$ cat config.mk
export PLATFORM = sky130hd
export DESIGN_NAME = io_channel_bank
export DESIGN_NICKNAME = d
export VERILOG_FILES = /design/src/rtl/io_pkg.sv /design/src/rtl/io_out_fifo.sv /design/src/rtl/io_channel_bank.sv
export SDC_FILE = /design/constraint.sdc
export NUM_CORES = 1
export LEC_CHECK = 0
export ABC_AREA = 1
export BUFFER_PORTS_ARGS = -buffer_cell sky130_fd_sc_hd__buf_2
export CORE_MARGIN = 2
export CORE_UTILIZATION = 45
export CTS_BUF_LIST = sky130_fd_sc_hd__clkbuf_4
export DETAILED_ROUTE_END_ITERATION = 7
export GPL_TIMING_DRIVEN = 0
export HOLD_SLACK_MARGIN = 0.08
export PLACE_DENSITY = 0.75
export SLEW_MARGIN = 10
export SYNTH_ARGS = -nofsm -noshare
export SYNTH_HDL_FRONTEND = slang
export SYNTH_HIERARCHICAL = 1
export SYNTH_SLANG_ARGS = --single-unit
$ cat constraint.sdc
create_clock -name clock -period 3.65 [get_ports clock]
set_clock_uncertainty 0.15 [all_clocks]
set_input_delay 0.73 -clock clock [delete_from_list [all_inputs] [get_ports clock]]
set_output_delay 0.73 -clock clock [all_outputs]
set_load 0.01 [all_outputs]
$ cat src/rtl/io_pkg.sv
// Shared constants and the output-FIFO payload type for the core IO channel bank.
package io_pkg;

  localparam int unsigned IO_CH_STATUS = 0;
  localparam int unsigned IO_NUM_CH    = 8;
  localparam int unsigned STAT_OVF_BIT = 0;
  localparam int unsigned IO_SEL_W     = 3;
  localparam int unsigned IO_CH_W      = 15;

  typedef struct packed {
    logic [IO_SEL_W-1:0] sel;
    logic [IO_CH_W-1:0]  data;
  } io_out_t;

endpackage

$ cat src/rtl/io_out_fifo.sv
// Synchronous first-word-fall-through FIFO; a push into a full FIFO is accepted
// only when a pop frees a slot in the same cycle.
module io_out_fifo #(
  parameter int unsigned DEPTH = 4,
  parameter type         T     = logic
) (
  input  logic clock,
  input  logic reset_n,
  input  logic push,
  input  T     push_data,
  input  logic pop,
  output T     head,
  output logic full,
  output logic empty
);

  localparam int unsigned PTR_W = (DEPTH > 1) ? $clog2(DEPTH) : 1;
  localparam int unsigned CNT_W = $clog2(DEPTH + 1);

  T                 mem_q [DEPTH];
  T                 mem_d [DEPTH];
  logic [PTR_W-1:0] wr_ptr_q, wr_ptr_d;
  logic [PTR_W-1:0] rd_ptr_q, rd_ptr_d;
  logic [CNT_W-1:0] cnt_q, cnt_d;
  logic             do_push;
  logic             do_pop;

  assign full  = (cnt_q == CNT_W'(DEPTH));
  assign empty = (cnt_q == '0);
  assign head  = mem_q[rd_ptr_q];

  always_comb begin
    mem_d    = mem_q;
    wr_ptr_d = wr_ptr_q;
    rd_ptr_d = rd_ptr_q;
    do_pop   = pop && !empty;
    do_push  = push && (!full || do_pop);
    if (do_push) begin
      mem_d[wr_ptr_q] = push_data;
      wr_ptr_d        = wr_ptr_q + PTR_W'(1);
    end
    if (do_pop) begin
      rd_ptr_d = rd_ptr_q + PTR_W'(1);
    end
    cnt_d = cnt_q + CNT_W'(do_push) - CNT_W'(do_pop);
  end

  always_ff @(posedge clock or negedge reset_n) begin
    if (!reset_n) begin
      for (int i = 0; i < int'(DEPTH); i++) begin
        mem_q[i] <= '0;
      end
      wr_ptr_q <= '0;
      rd_ptr_q <= '0;
      cnt_q    <= '0;
    end else begin
      mem_q    <= mem_d;
      wr_ptr_q <= wr_ptr_d;
      rd_ptr_q <= rd_ptr_d;
      cnt_q    <= cnt_d;
    end
  end

endmodule

$ cat src/rtl/io_channel_bank.sv
// Responder end of the core IO channel: 8 channel registers, status/pending
// tracking, core-write forwarding through an output FIFO and an external write port.
module io_channel_bank
  import io_pkg::*;
#(
  parameter int unsigned OUT_DEPTH = 4,
  parameter int unsigned CH_W      = IO_CH_W
) (
  input  logic                clock,
  input  logic                reset_n,
  input  logic [IO_SEL_W-1:0] IO_read_sel,
  input  logic                IO_read_en,
  output logic [CH_W-1:0]     IO_read_data,
  input  logic [IO_SEL_W-1:0] IO_write_sel,
  input  logic [CH_W-1:0]     IO_write_data,
  input  logic                IO_write_en,
  output logic                out_valid,
  output logic [IO_SEL_W-1:0] out_sel,
  output logic [CH_W-1:0]     out_data,
  input  logic                out_ready,
  input  logic                in_valid,
  input  logic [IO_SEL_W-1:0] in_sel,
  input  logic [CH_W-1:0]     in_data,
  output logic                in_ready,
  output logic                irq
);

  logic [CH_W-1:0]        ch_q [1:IO_NUM_CH-1];
  logic [CH_W-1:0]        ch_d [1:IO_NUM_CH-1];
  logic [IO_NUM_CH-1:1]   pending_q, pending_d;
  logic                   ovf_q, ovf_d;
  logic                   irq_q, irq_d;
  logic                   fifo_full;
  logic                   fifo_empty;
  logic                   fifo_push;
  logic                   fifo_pop;
  logic                   in_accept;
  logic                   wr_status;
  io_out_t                fifo_head;
  io_out_t                fifo_in;

  assign wr_status = (IO_write_sel == IO_SEL_W'(IO_CH_STATUS));
  assign fifo_push = IO_write_en && !wr_status;
  assign fifo_pop  = out_valid && out_ready;
  assign fifo_in   = '{sel: IO_write_sel, data: IO_write_data};

  // Core wins a same-channel collision; the external side must retry.
  assign in_accept = in_valid && !(IO_write_en && (IO_write_sel == in_sel));
  assign in_ready  = in_accept;

  assign out_valid = !fifo_empty;
  assign out_sel   = fifo_head.sel;
  assign out_data  = fifo_head.data;
  assign irq       = irq_q;

  always_comb begin
    if (IO_read_sel == IO_SEL_W'(IO_CH_STATUS)) begin
      IO_read_data = CH_W'({pending_q, ovf_q});
    end else begin
      IO_read_data = ch_q[IO_read_sel];
    end
  end

  // Clears are applied first so that an external set in the same cycle wins.
  always_comb begin
    ch_d      = ch_q;
    pending_d = pending_q;
    ovf_d     = ovf_q;
    irq_d     = |pending_q;
    if (IO_read_en && (IO_read_sel != IO_SEL_W'(IO_CH_STATUS))) begin
      pending_d[IO_read_sel] = 1'b0;
    end
    if (IO_write_en) begin
      if (wr_status) begin
        pending_d = pending_d & ~IO_write_data[IO_NUM_CH-1:1];
        if (IO_write_data[STAT_OVF_BIT]) begin
          ovf_d = 1'b0;
        end
      end else begin
        ch_d[IO_write_sel] = IO_write_data;
        if (fifo_full && !fifo_pop) begin
          ovf_d = 1'b1;
        end
      end
    end
    if (in_accept && (in_sel != IO_SEL_W'(IO_CH_STATUS))) begin
      ch_d[in_sel]      = in_data;
      pending_d[in_sel] = 1'b1;
    end
  end

  always_ff @(posedge clock or negedge reset_n) begin
    if (!reset_n) begin
      for (int i = 1; i < int'(IO_NUM_CH); i++) begin
        ch_q[i] <= '0;
      end
      pending_q <= '0;
      ovf_q     <= 1'b0;
      irq_q     <= 1'b0;
    end else begin
      ch_q      <= ch_d;
      pending_q <= pending_d;
      ovf_q     <= ovf_d;
      irq_q     <= irq_d;
    end
  end

  io_out_fifo #(
    .DEPTH (OUT_DEPTH),
    .T     (io_out_t)
  ) u_out_fifo (
    .clock     (clock),
    .reset_n   (reset_n),
    .push      (fifo_push),
    .push_data (fifo_in),
    .pop       (fifo_pop),
    .head      (fifo_head),
    .full      (fifo_full),
    .empty     (fifo_empty)
  );

endmodule

==> results.sh <==
export IMPL_status="finished, final reports clean"
export IMPL_cts_tree="done"
export IMPL_critPathKind="primary input to primary output"
export IMPL_htree_levels=4
export IMPL_netlist_area_leader_share_pct=44.1
export IMPL_tightest_slew_ps=789
export IMPL_fin_nets=1649
export IMPL_syn_area_per_cell_sq_um=7.31
export IMPL_syn_to_final_growth_pct=10.3
export IMPL_layout_drive_gt1_share_pct=11.8
export IMPL_routedWlPerCell_um=19.3
export IMPL_dr_first_iter_drc_count=1278
export IMPL_fmax_mhz=284
export IMPL_grt_pass1_vias=10700
export IMPL_grt_overflow_total=0
export IMPL_core_sq_mm=0.0241
export IMPL_cp_max_fo=10
export IMPL_post_cts_setup_buffer_count=0
export IMPL_crit_slowest_cell="nor2_1"
export IMPL_die_area_sq_mm=0.0256
export IMPL_post_route_period_util_pct=96.6
export IMPL_synth_seq_cells=193
export IMPL_netlist_instances=1497
export IMPL_path_clk_slew_ps=170
export IMPL_yosysWarnings=6
export IMPL_worstSetupStartpointType="primary input"
export IMPL_cp_required_ps=2770
export IMPL_rows=57
export IMPL_hold_path_class="primary input to flip-flop"
export IMPL_rsz0062_at_grt="false"
export IMPL_slew_headroom_pct=47.4
export IMPL_synth_common_cells="nand2_1 (575), dfrtp_1 (193), nand4_1 (188), o21ai_0 (150), nor2_1 (92)"
export IMPL_power_density_mw_per_mm2=600
export IMPL_arrival_ps=2650
export IMPL_grt_max_degree=101
export IMPL_ant_nets=0
export IMPL_cts_resized=0
export IMPL_grtUsageTotal_pct=29.1
export IMPL_cp_top_family="simple AND/OR/NAND/NOR gates"
export IMPL_dp_hpwl_um=27300
export IMPL_clockRootBuffer="clkbuf_4"
export IMPL_synth_top_cells_by_area="dfrtp_1 (44%), nand2_1 (20%), nand4_1 (11%), o21ai_0 (6.9%), nor2_1 (3.2%)"
export IMPL_cpPeakStageDelay_ps=570
export IMPL_cts_buffer_depth=2
export IMPL_wirelength_um=37300
export IMPL_yosys_area_top_type="dfrtp_1"
export IMPL_endpoint_kind="primary output"
export IMPL_die_h_um=160
export IMPL_p_leak_nw=6.09
export IMPL_chipWidth_um=160
export IMPL_final_util_pct=50.1
export IMPL_final_setup_viol_count=0
export IMPL_hold_buffers=1
export IMPL_io_pins=81
export IMPL_numCtsBuffers=17
export IMPL_antenna_found_initial=1
export IMPL_synthArstFlopShare_pct=100
export IMPL_crit_buf_inv=3
export IMPL_drv_cap=0
export IMPL_drc=0
export IMPL_start_util_pct=45.4
export IMPL_postLayoutCellArea_sq_mm=0.0121
export IMPL_vias=11300
export IMPL_grt_pass1_wl_um=58600
export IMPL_syn_nets=1548
export IMPL_r2r_setup_slack_ps=1180
export IMPL_crit_chain="buf_2, nor2_1, clkbuf_1, nand2_1, nand4_1, nand2_1, o21ai_0, buf_2"
export IMPL_cts_sinks=193
export IMPL_hold_viol_final=0
export IMPL_ir_worst_vdd_mv=0.297
export IMPL_clkLatencyLatePin_ps=590
export IMPL_ys_seq_area_share_pct=44.1
export IMPL_gp_congestion=0.978
export IMPL_synth_edff_count=0
export IMPL_ys_types=32
export IMPL_place_area_sq_mm=0.0118
export IMPL_yosysMostFrequentCell="nand2_1"
export IMPL_synth_cell_area_sq_mm=0.0109
export IMPL_routed_via_density=5.85
export IMPL_final_max_slew_violation_count=0
export IMPL_synthFlopType="dfrtp_1"
export IMPL_finalCriticalPeriod_ps=3530
export IMPL_portBuffers=80
export IMPL_firstDrtPassIters=7
-- final cells by class --
class	instances	area [sq um]
clock inverters	12	133
diodes	2	5.00
well taps	324	405
repair buffers	82	448
plain buffers	114	572
multi-input cells	1144	5370
clock buffers	18	135
inverters	46	173
fillers	2432	12000
flip-flops and latches	193	4830
-- cell usage in the layout, fill, tap and decap left out, types with 5 or more instances in the layout --
cell type / netlist / layout
nand3_2: 6 / 6
buf_6: 10 / 10
a21oi_1: 23 / 23
buf_4: 6 / 6
buf_1: 18 / 18
o21ai_0: 150 / 150
o21ai_1: 8 / 8
dfrtp_1: 193 / 193
clkbuf_1: 43 / 43
nand3_4: 6 / 6
clkbuf_4: 0 / 18
o22ai_1: 18 / 18
nand2_1: 575 / 575
buf_2: 37 / 116
nand4_1: 188 / 188
nor2_1: 92 / 92
nor3_2: 7 / 7
ha_1: 5 / 5
inv_2: 6 / 6
inv_1: 39 / 39
nand3_1: 53 / 53
-- final timing paths --
| check | startpoint | endpoint | depth (start not counted) |
|---|---|---|---|
| min in group asynchronous | reset_n | u_out_fifo/mem_q[20]$_DFFE_PN0P_ | 2 |
| max reg2reg | u_out_fifo/cnt_q[1]$_DFF_PN0_ | u_out_fifo/cnt_q[2]$_DFF_PN0_ | 12 |
| min reg2reg | u_out_fifo/mem_q[51]$_DFFE_PN0P_ | u_out_fifo/mem_q[51]$_DFFE_PN0P_ | 2 |
| max | IO_read_sel[1] | IO_read_data[14] | 8 |
| max in group asynchronous | reset_n | ch_q[80]$_DFF_PN0_ | 3 |
| min | IO_write_data[13] | u_out_fifo/mem_q[31]$_DFFE_PN0P_ | 3 |
-- registers in the layout, indices dropped and copies added (netlist names) --
name and flops:
ch_q 105, irq 1, ovf_q 1, pending_q 7, u_out_fifo/cnt_q 3, u_out_fifo/mem_q 72, u_out_fifo/rd_ptr_q 2, u_out_fifo/wr_ptr_q 2
-- power by group --
group	total (W)	leakage (nW)	switching [W]	internal [W]
Combinational	0.00283	3.55	0.00183	0.00100
Clock	0.00119	0.138	0.000779	0.000412
Sequential	0.00322	2.40	0.000416	0.00280
Total	0.00724	6.09	0.00303	0.00422
-- cell families (layout without fill, tap and decap cells) --
group	count (synthesis)	after routing	synth area share, %
XOR/XNOR	3	3	0.240
AND/OR/NAND/NOR	931	931	38.4
AO/OA/AOI/OAI	204	204	9.66
buffers and inverters	160	272	6.80
flip-flops	193	193	44.1
adder cells (fa/ha/maj)	6	6	0.754
other	0	2	0
-- layer usage --
layer,wire length (um),up-vias,track usage [%]
met5,0,-,0
met4,1190,0,11.3
met3,3980,94,4.36
met2,17600,697,47.3
met1,14600,5263,39.4
li1,-,5263,-
-- metrics by stage --
stage	worst slack [ps]	TNS [ps]	total power, W	instances	hold slack, ps
after detailed placement	207	0	0.00604	1902	303
after global routing	58.8	0	0.00776	1935	245
final	123	0	0.00724	1935	270
after global placement	-1640	-312500	0.00594	1901	298
after floorplan	972	0	0.00504	1497	284
after CTS	198	0	0.00720	1933	238
-- worst register-to-register path, stage by stage (launching register included) --
cell,delay (ps)
dfrtp_1,440
nor2_2,180
nand2_1,100
inv_1,80
nor2_1,70
inv_1,90
nand3_4,160
buf_6,200
nand3_1,90
nand2_1,70
ha_1,200
fa_1,410
xnor2_1,140
Power figures use the tool's default switching activity.
